==> src/rtl/cordic_pkg.sv <==
// Shared mode/state encodings, hyperbolic repeat list, gain constants and
// elaboration-time helpers for the iterative CORDIC engine.
package cordic_pkg;

    typedef enum logic [1:0] {
        MODE_HYP  = 2'b00,
        MODE_CIRC = 2'b01,
        MODE_LIN  = 2'b10
    } cordic_mode_e;

    typedef enum logic [1:0] {
        ST_IDLE,
        ST_RUN,
        ST_DONE
    } cordic_state_e;

    localparam int HYP_REPEAT_NUM = 3;
    localparam int HYP_REPEAT [HYP_REPEAT_NUM] = '{4, 13, 40};

    localparam real CORDIC_KC = 1.6467602581210654;
    localparam real CORDIC_KH = 0.8281593609602157;

    // Series sums are kept with this many fractional bits before rounding.
    localparam int LUT_FRAC = 60;

    function automatic logic cordic_is_repeat(input int shift);
        logic hit;
        hit = 1'b0;
        for (int i = 0; i < HYP_REPEAT_NUM; i++) begin
            if (HYP_REPEAT[i] == shift) hit = 1'b1;
        end
        return hit;
    endfunction

    function automatic int cordic_num_iter(input logic [1:0] mode, input int iter);
        int n;
        n = iter;
        if (mode == MODE_HYP) begin
            for (int i = 0; i < HYP_REPEAT_NUM; i++) begin
                if (HYP_REPEAT[i] <= iter) n++;
            end
        end
        return n;
    endfunction

    // atan/atanh via their Taylor series at 2^-shift, rounded to nearest Q3.(width-3).
    function automatic logic [63:0] cordic_lut(input logic [1:0] mode, input int shift,
                                               input int width);
        logic [63:0] acc;
        logic [63:0] term;
        int          e;
        acc = '0;
        if (mode == MODE_LIN) begin
            if (shift <= LUT_FRAC) acc = 64'd1 << (LUT_FRAC - shift);
        end else if (mode == MODE_HYP) begin
            if (shift > 0) begin
                for (int k = 0; k < 32; k++) begin
                    e = LUT_FRAC - (2 * k + 1) * shift;
                    if (e >= 0) begin
                        term = (64'd1 << e) / 64'(2 * k + 1);
                        acc  = acc + term;
                    end
                end
            end
        end else if (shift == 0) begin
            acc = 64'h0C90_FDAA_2216_8C23;
        end else begin
            for (int k = 0; k < 32; k++) begin
                e = LUT_FRAC - (2 * k + 1) * shift;
                if (e >= 0) begin
                    term = (64'd1 << e) / 64'(2 * k + 1);
                    acc  = (k % 2 == 1) ? acc - term : acc + term;
                end
            end
        end
        return (acc + (64'd1 << (LUT_FRAC - width + 2))) >> (LUT_FRAC - width + 3);
    endfunction

endpackage

==> src/rtl/cordic_step.sv <==
// Combinational CORDIC micro-rotation for circular, hyperbolic and linear
// coordinates; all terms use the pre-update x, y, z.
module cordic_step
    import cordic_pkg::*;
#(
    parameter int p_WIDTH = 16,
    parameter int p_SW    = 5
) (
    input  logic signed [p_WIDTH-1:0] x,
    input  logic signed [p_WIDTH-1:0] y,
    input  logic signed [p_WIDTH-1:0] z,
    input  logic                      d,
    input  logic [1:0]                mode,
    input  logic [p_SW-1:0]           shift,
    input  logic signed [p_WIDTH-1:0] lut,
    output logic signed [p_WIDTH-1:0] x_next,
    output logic signed [p_WIDTH-1:0] y_next,
    output logic signed [p_WIDTH-1:0] z_next
);

    logic signed [p_WIDTH-1:0] x_sh;
    logic signed [p_WIDTH-1:0] y_sh;

    always_comb begin
        x_sh   = x >>> shift;
        y_sh   = y >>> shift;
        y_next = d ? y + x_sh : y - x_sh;
        z_next = d ? z - lut : z + lut;
        case (mode)
            MODE_HYP: x_next = d ? x + y_sh : x - y_sh;
            MODE_LIN: x_next = x;
            default:  x_next = d ? x - y_sh : x + y_sh;
        endcase
    end

endmodule

==> src/rtl/cordic_iter_engine.sv <==
// Iterative multi-mode CORDIC engine: one reused micro-rotation per cycle,
// operands and results exchanged through valid/ready handshakes.
module cordic_iter_engine
    import cordic_pkg::*;
#(
    parameter int p_WIDTH = 16,
    parameter int p_ITER  = 16
) (
    input  logic               i_clk,
    input  logic               i_rst_n,
    input  logic               i_valid,
    output logic               o_ready,
    input  logic [p_WIDTH-1:0] i_x,
    input  logic [p_WIDTH-1:0] i_y,
    input  logic [p_WIDTH-1:0] i_z,
    input  logic [1:0]         i_mode,
    input  logic               i_vectoring,
    output logic               o_valid,
    input  logic               i_ready,
    output logic [p_WIDTH-1:0] o_x,
    output logic [p_WIDTH-1:0] o_y,
    output logic [p_WIDTH-1:0] o_z
);

    localparam int SW    = $clog2(p_ITER + 1);
    localparam int N_STD = cordic_num_iter(MODE_CIRC, p_ITER);
    localparam int N_HYP = cordic_num_iter(MODE_HYP, p_ITER);
    localparam int CW    = $clog2(N_HYP + 1);

    cordic_state_e             state;
    cordic_state_e             state_next;
    cordic_mode_e              mode_q;
    cordic_mode_e              mode_in;
    logic                      vec_q;
    logic                      rep_q;
    logic                      d;
    logic                      repeat_now;
    logic                      last_iter;
    logic [CW-1:0]             cnt_q;
    logic [SW-1:0]             shift_q;
    logic signed [p_WIDTH-1:0] x_q, y_q, z_q;
    logic signed [p_WIDTH-1:0] x_next, y_next, z_next;
    logic signed [p_WIDTH-1:0] lut;
    logic [p_WIDTH-1:0]        lut_circ [p_ITER+1];
    logic [p_WIDTH-1:0]        lut_hyp  [p_ITER+1];
    logic [p_WIDTH-1:0]        lut_lin  [p_ITER+1];

    for (genvar g = 0; g <= p_ITER; g++) begin : g_lut
        assign lut_circ[g] = p_WIDTH'(cordic_lut(MODE_CIRC, g, p_WIDTH));
        assign lut_hyp[g]  = p_WIDTH'(cordic_lut(MODE_HYP, g, p_WIDTH));
        assign lut_lin[g]  = p_WIDTH'(cordic_lut(MODE_LIN, g, p_WIDTH));
    end

    always_comb begin
        mode_in    = (i_mode == 2'b11) ? MODE_CIRC : cordic_mode_e'(i_mode);
        d          = vec_q ? y_q[p_WIDTH-1] : ~z_q[p_WIDTH-1];
        repeat_now = (mode_q == MODE_HYP) && !rep_q && cordic_is_repeat(int'(shift_q));
        last_iter  = (mode_q == MODE_HYP) ? (cnt_q == CW'(N_HYP - 1))
                                          : (cnt_q == CW'(N_STD - 1));
        case (mode_q)
            MODE_HYP: lut = $signed(lut_hyp[shift_q]);
            MODE_LIN: lut = $signed(lut_lin[shift_q]);
            default:  lut = $signed(lut_circ[shift_q]);
        endcase
    end

    cordic_step #(
        .p_WIDTH (p_WIDTH),
        .p_SW    (SW)
    ) u_step (
        .x      (x_q),
        .y      (y_q),
        .z      (z_q),
        .d      (d),
        .mode   (mode_q),
        .shift  (shift_q),
        .lut    (lut),
        .x_next (x_next),
        .y_next (y_next),
        .z_next (z_next)
    );

    always_ff @(posedge i_clk or negedge i_rst_n) begin
        if (!i_rst_n) state <= ST_IDLE;
        else          state <= state_next;
    end

    always_comb begin
        state_next = state;
        o_ready    = 1'b0;
        o_valid    = 1'b0;
        case (state)
            ST_IDLE: begin
                o_ready = 1'b1;
                if (i_valid) state_next = ST_RUN;
            end
            ST_RUN: begin
                if (last_iter) state_next = ST_DONE;
            end
            ST_DONE: begin
                o_valid = 1'b1;
                if (i_ready) state_next = ST_IDLE;
            end
            default: state_next = ST_IDLE;
        endcase
    end

    // Hyperbolic repeats hold the shift for one extra step, flagged by rep_q.
    always_ff @(posedge i_clk or negedge i_rst_n) begin
        if (!i_rst_n) begin
            x_q     <= '0;
            y_q     <= '0;
            z_q     <= '0;
            mode_q  <= MODE_CIRC;
            vec_q   <= 1'b0;
            rep_q   <= 1'b0;
            cnt_q   <= '0;
            shift_q <= '0;
        end else begin
            case (state)
                ST_IDLE: begin
                    if (i_valid) begin
                        x_q     <= $signed(i_x);
                        y_q     <= $signed(i_y);
                        z_q     <= $signed(i_z);
                        mode_q  <= mode_in;
                        vec_q   <= i_vectoring;
                        rep_q   <= 1'b0;
                        cnt_q   <= '0;
                        shift_q <= (mode_in == MODE_HYP) ? SW'(1) : '0;
                    end
                end
                ST_RUN: begin
                    x_q   <= x_next;
                    y_q   <= y_next;
                    z_q   <= z_next;
                    cnt_q <= cnt_q + CW'(1);
                    if (repeat_now) begin
                        rep_q <= 1'b1;
                    end else begin
                        rep_q   <= 1'b0;
                        shift_q <= shift_q + SW'(1);
                    end
                end
                default: ;
            endcase
        end
    end

    assign o_x = x_q;
    assign o_y = y_q;
    assign o_z = z_q;

endmodule

==> config.mk <==
export PLATFORM = sky130hd
export DESIGN_NAME = cordic_iter_engine
export DESIGN_NICKNAME = d
export VERILOG_FILES = /design/src/rtl/cordic_pkg.sv /design/src/rtl/cordic_step.sv /design/src/rtl/cordic_iter_engine.sv
export SDC_FILE = /design/constraint.sdc
export NUM_CORES = 1
export LEC_CHECK = 0
export CAP_MARGIN = 15
export CORE_MARGIN = 2
export CORE_UTILIZATION = 45
export DETAILED_ROUTE_END_ITERATION = 8
export GPL_TIMING_DRIVEN = 0
export PLACE_DENSITY = 0.68
export SYNTH_ARGS = -nofsm -noshare
export SYNTH_HDL_FRONTEND = slang
export SYNTH_SLANG_ARGS = --single-unit
==> constraint.sdc <==
create_clock -name i_clk -period 10.86 [get_ports i_clk]
set_input_delay 3.258 -clock i_clk [delete_from_list [all_inputs] [get_ports i_clk]]
set_output_delay 3.258 -clock i_clk [all_outputs]
set_load 0.005 [all_outputs]
Word-level counts from Yosys, hierarchy flattened
Memory sizes are Yosys's and may differ from the RTL's.
Cells that the tools add are included.
{ "totals": {"ram_bits": 0, "mem_bits_ro": 1536, "latchBits": 0, "out_inout_bits": 50, "mem_count": 3, "input_bits": 55, "elab_cells": 88, "ff_bits": 64} }
{ "op_classes": {"magnitude_cmp": 1, "shifts": 2, "add_sub_neg": 8, "n_div": 0, "muxes": 38, "mul": 0, "bitwise": 2, "n_reduce_logical": 12, "n_eq_ne": 13} }
{ "mem_list": {"columns": ["name", "depth", "width", "rd", "rd_ports_with_merged_regs", "wr", "line_no", "rtl"], "rows": [
  ["(name not given)", 32, 16, 1, 0, 0, "cordic_iter_engine.sv:63", "default: lut = $signed(lut_circ[shift_q]);"],
  ["(name not given)", 32, 16, 1, 0, 0, "cordic_iter_engine.sv:62", "MODE_LIN: lut = $signed(lut_lin[shift_q]);"],
  ["(name not given)", 32, 16, 1, 0, 0, "cordic_iter_engine.sv:61", "MODE_HYP: lut = $signed(lut_hyp[shift_q]);"]
]} }
{ "op_table": {"columns": ["cell", "n"], "rows": [
  ["$mux 16", 13],
  ["$pmux 16 s2", 5],
  ["$add 16x16->16", 3],
  ["$sub 16x16->16", 3],
  ["$sshr 16x5->16", 2],
  ["$pmux 5 s2", 2],
  ["$mux 5", 3],
  ["$add 5x1->5 const B", 2],
  ["$ne 2x2->1 const B", 5],
  ["$mux 1", 9],
  ["$reduce_and 3->1", 3],
  ["$mux 2", 4],
  ["$eq 2x2->1 const B", 3],
  ["$ge 6x6->1 const B", 1],
  ["$logic_not 2->1", 3],
  ["$not 5->6", 1],
  ["$pmux 2 s3", 1],
  ["$eq 4x5->1 const A", 1],
  ["$eq 5x4->1 const B", 1],
  ["$eq 5x5->1 const A", 1],
  ["$eq 5x5->1 const B", 1],
  ["$reduce_and 2->1", 2],
  ["$eq 2x1->1 const B", 1],
  ["$logic_and 1x1->1", 2],
  ["4 further kinds", 4]
]} }

Logic depth before layout (Yosys ltp)
{ "logic_depth": {"ltp_word": 8, "ltp_mapped": 24, "ltp_nobuf": 19} }

Cells and area by module
From an unflattened synthesis, not the netlist that was laid out.
{ "hier_totals": {"cells_unflattened": 1149, "hier_area_um2": 8684.6} }
{ "modules_own_cells": {"columns": ["module", "cells_each", "area_each_um2", "seq_area_each_um2", "n_inst"], "rows": [
  ["cordic_step", 728, 5281.3, 0.0, 1],
  ["cordic_iter_engine", 421, 3403.3, 1602.8, 1]
]} }

Worst setup path after synthesis
No wires, ideal clock.
{ "synth_path": {"path_kind": "flip-flop to flip-flop", "startpoint": "reg shift_q[0]", "endpoint": "reg z_q[11], in the netlist o_z[11]", "required_ns": 10.739, "period_less_slack_ns": 4.843, "setup_ns": 0.121, "arrival_ns": 4.721, "n_path_buf": 4, "path_stages_with_launch": 22, "path_slack_ns": 6.017, "cell_sequence": "dfrtp_1 buf_6 clkbuf_8 clkbuf_1 buf_2 inv_1 ha_1 a22oi_1 o32a_1 o31a_1 ha_1 a21oi_1 ha_1 nor2b_1 o21ai_0 a21oi_1 a2111oi_0 nor2_1 a21oi_1 xor2_1 a21oi_1 o22a_1"} }
{ "synth_between": {"elab_chain_len": 8, "elab_cells_between_ends": 15, "classes_between": "add/sub (2); mux (9); bitwise (1); memory (3)"} }
{ "synth_lines": {"columns": ["item", "line_no", "rtl"], "rows": [
  ["start, declared", "cordic_iter_engine.sv:40", "logic [SW-1:0] shift_q;"],
  ["start signal, assigned", "cordic_iter_engine.sv:130", "shift_q <= (mode_in == MODE_HYP) ? SW'(1) : '0;"],
  ["start signal, assigned", "cordic_iter_engine.sv:142", "shift_q <= shift_q + SW'(1);"],
  ["$not 5->6 (not written as such) (*)", "cordic_iter_engine.sv:61, cordic_iter_engine.sv:62, cordic_iter_engine.sv:63", null],
  ["$mem_v2 32x16, on equally long branches", null, null],
  ["$mux 16, on equally long branches (2 in a row)", "cordic_iter_engine.sv:63, cordic_iter_engine.sv:61, cordic_iter_engine.sv:62", null],
  ["$pmux 16 s2 (*)", "cordic_iter_engine.sv:60", "case (mode_q)"],
  ["$add 16x16->16 or $sub 16x16->16 (tied branches)", "cordic_step.sv:28", "z_next = d ? z - lut : z + lut;"],
  ["$mux 16 (*)", "cordic_step.sv:28", null],
  ["$pmux 16 s2 (*)", "cordic_iter_engine.sv:120", "case (state)"],
  ["end signal, assigned", "cordic_iter_engine.sv:125", "z_q <= $signed(i_z);"],
  ["end signal, assigned", "cordic_iter_engine.sv:136", "z_q <= z_next;"],
  ["end, declared", "cordic_iter_engine.sv:41", "logic signed [p_WIDTH-1:0] x_q, y_q, z_q;"]
]} }
Every way passes the cells marked *; elsewhere a longest branch is shown, timed or not. The select of a mux whose other input is x is not followed.
A chain may end at the register's enable or synchronous reset.

Worst setup path in the final report
{ "layout_path": {"startpoint": "reg shift_q[0]", "endpoint": "reg z_q[15], in the netlist o_z[15]"} }
Same word-level chain as after synthesis.

==> impl_metrics.toml <==
[layout]
register_area_um2 = 1600
insertedDiodeCount = 0
drive_above_1_share_pct = 6.56
fin_nets = 1299
fillerInstances = 1768
multi_input_comb_area_um2 = 6030
flow.area_growth_from_synthesis_pct = 20.4

[logic_synthesis]
synth_cell_type_count = 73
post_synth_edffs = 0
post_synth_instance_area_um2 = 8180
ys_async_sr_fraction_pct = 100
syn-num-nets = 1183
avgSynthCellArea_um2 = 7.77
synth_top_flop_cell = "dfrtp_1"
synth_seq_area_share_pct = 19.6
post_synth_inst_count = 1053
ys_ff_latch = 64
synth_warnings = 0

[grt]
grt_util_met2_pct = 48.2
grt.busiest_layer = "met2"
met1_usage_in_global_routing_pct = 40.2
met3_demand_to_capacity_share_in_global_routing_pct = 2.94
globalRouteOverflowTotal = 0
largest_net_degree_at_the_start_of_global_routing = 37
grt_first_pass_wirelength_um = 44900
grt_util_all_layers_pct = 29.3
first_global_vias = 7961
grt_antenna_before_repair = 0

[setup_path]
critPathKind = "flop to flop"
start_kind = "flop"
timing.critical_path.to_type = "flop"
worst-path-max-fanout = 10
cp.required_ns = 11.10
cp_data_arrival_time_ns = 6.20

[route]
drt_iter0_markers = 744
total_vias_in_the_final_route = 8529
wl_per_cell_um = 20.6
first_pass_iters = 5
ant_nets = 0
drt-total-wl_um = 28800
drt_drc_violations_left = 0
detail_route.vias_per_cell = 6.08

[timing]
fin_setup_tns_ns = 0
relative_slew_margins_pct = 32.7
period_share_pct = 54.9
setup_viol_count_final = 0
hold_viol = 0
fmax_mhz = 168
worst_clock_skew_ns = 0.00913
rsz_0062_raised_after_global_routing = "no"
timing.final.crit_period_ns = 5.96
actual_transition_at_the_worst_max_transition_pin_ns = 1.01
report.final.slew_viol_count = 0

[placed_design]
finalWeightedCongestion = 0.982
io_buffer_count = 104
dpl.hpwl_um = 22200

[outcome]
outcome = "finished, final reports clean"

[floorplanning]
top_level_ports = 105
dieWidth_um = 139
number_of_rows_created_at_floorplan = 49
fp.dieArea_um2 = 19300
initial_core_util_pct = 45.7
design.core.area_um2 = 17900
floorplan.die.height_um = 139

[clock_tree]
count_of_instances_resized_after_the_clock_tree_is_built = 0
cts_inserted_buffers = 9
clock_tree_from_tritoncts = "built"
clock_sink_count = 64
clock_tree.root_cell = "clkbuf_16"
cts_htree_levels = 3
insertion_delay_ns = 0.35
cts.hold.buffers_added = 0
cts_buffer_depth = 2
post-cts-setup-buffer-count = 0
worst_setup_hold_path_clk_slew_ns = 0.06

[hold_path]
holdCritPathClass = "flop to flop"

[run]
max_cap_viol_count = 0
## worst max-delay path, stage by stage (launching register included)
cell,delay (ns)
dfrtp_1,0.58
buf_6,0.22
clkbuf_8,0.20
clkbuf_1,0.47
buf_2,0.39
inv_1,0.13
ha_1,0.40
a211oi_1,0.23
a21oi_1,0.06
o21ai_0,0.49
and3_1,0.38
a31oi_1,0.14
xnor2_1,0.17
ha_1,0.36
a21oi_1,0.17
o21ai_0,0.12
a2111oi_0,0.53
nor3_1,0.16
nor2_1,0.14
a211o_1,0.16
xnor2_1,0.08
a221oi_1,0.27
## metrics by stage
step                utilization [%]  worst slack [ns]  hold WS (ns)  area, µm²  instances
global placement               53.1              4.05         0.480       9510       1386
finish                         55.0              4.90         0.507       9850       1403
detailed placement             53.2              5.00         0.502       9530       1387
global route                   55.0              4.43         0.531       9850       1403
floorplan                         -              6.02         0.467       8180       1053
CTS                            55.0              4.98         0.514       9850       1403
## path summary, 6_finish.rpt
| path | start | depth (start not counted) | slack (ns) | end |
|---|---|---|---|---|
| worst max-delay path | shift_q[0]$_DFFE_PN0P_ | 21 | 4.90 | o_z[15]$_DFFE_PN0P_ |
| worst min-delay path | rep_q$_DFFE_PN0P_ | 2 | 0.51 | rep_q$_DFFE_PN0P_ |
| worst max register to register | shift_q[0]$_DFFE_PN0P_ | 21 | 4.90 | o_z[15]$_DFFE_PN0P_ |
| worst min register to register | rep_q$_DFFE_PN0P_ | 2 | 0.51 | rep_q$_DFFE_PN0P_ |
| max in group asynchronous | i_rst_n | 2 | 7.39 | mode_q[0]$_DFFE_PN1P_ |
| min in group asynchronous | i_rst_n | 1 | 2.84 | o_y[6]$_DFFE_PN0P_ |
## layout make-up
class | count | share of cell area, %
multi-input cells | 878 | 61.3
flip-flops and latches | 64 | 16.3
repair buffers | 105 | 10.8
plain buffers | 61 | 3.62
well taps | 229 | 2.91
clock buffers | 9 | 2.29
inverters | 50 | 1.91
clock inverters | 7 | 0.966
## logic make-up (layout without fill, tap and decap cells)
| family | after synthesis | in the layout | synth area share, % |
|---|---|---|---|
| XOR/XNOR | 70 | 70 | 7.49 |
| AND/OR/NAND/NOR | 359 | 359 | 20.5 |
| multiplexers | 56 | 56 | 9.74 |
| adder cells (fa/ha/maj) | 75 | 75 | 11.8 |
| flip-flops | 64 | 64 | 19.6 |
| AO/OA/AOI/OAI | 318 | 318 | 24.1 |
| buffers and inverters | 111 | 232 | 6.65 |
## synthesized netlist by cell type, types with 10 or more instances
cell | count | area [µm²]
nand2_1 | 121 | 454
nor2_1 | 99 | 372
a21oi_1 | 95 | 475
o21ai_0 | 83 | 415
ha_1 | 71 | 888
dfrtp_1 | 63 | 1580
inv_1 | 49 | 184
xnor2_1 | 42 | 368
clkbuf_1 | 34 | 128
mux2i_1 | 32 | 320
nor3_1 | 32 | 160
xor2_1 | 28 | 245
nand3_1 | 21 | 105
a31oi_1 | 17 | 106
nor2b_1 | 17 | 106
a211oi_1 | 15 | 113
nand2b_1 | 14 | 87.6
o22ai_1 | 14 | 87.6
a22oi_1 | 11 | 82.6
or3_1 | 11 | 68.8
buf_2 | 10 | 50.1
clkbuf_8 | 10 | 138
o211ai_1 | 10 | 75.1
## sequential cells by signal, summed over array words and instances (netlist names)
signal,count
o_x,16
o_y,16
o_z,16
cnt_q,5
shift_q,5
mode_q,2
state,2
rep_q,1
vec_q,1
## layer usage
metal,vias up,wire length [µm]
li1,4055,-
met1,4086,13100
met2,334,13300
met3,54,1640
met4,0,832
met5,-,0
## placed cells by master, fill, tap and decap left out, types with 9 or more instances in the layout
cell type        netlist  routed
xnor2_1               42      42
clkdlybuf4s50_1        0     103
dfrtp_1               63      63
nor2_1                99      99
a31oi_1               17      17
o22ai_1               14      14
clkbuf_8              10      10
nor3_1                32      32
mux4_2                 9       9
inv_1                 49      49
buf_2                 10      10
ha_1                  71      71
nand2_1              121     121
o21a_1                 9       9
nor2b_1               17      17
mux2i_1               32      32
a22oi_1               11      11
or3_1                 11      11
o21ai_0               83      83
a21oi_1               95      95
clkbuf_1              34      34
xor2_1                28      28
clkbuf_16              0       9
a211oi_1              15      15
o211ai_1              10      10
nand2b_1              14      14
nand3_1               21      21
Power is left out: the tool's default activity adds up to more than one toggle a clock period on the data nets, which glitch-free logic cannot reach.
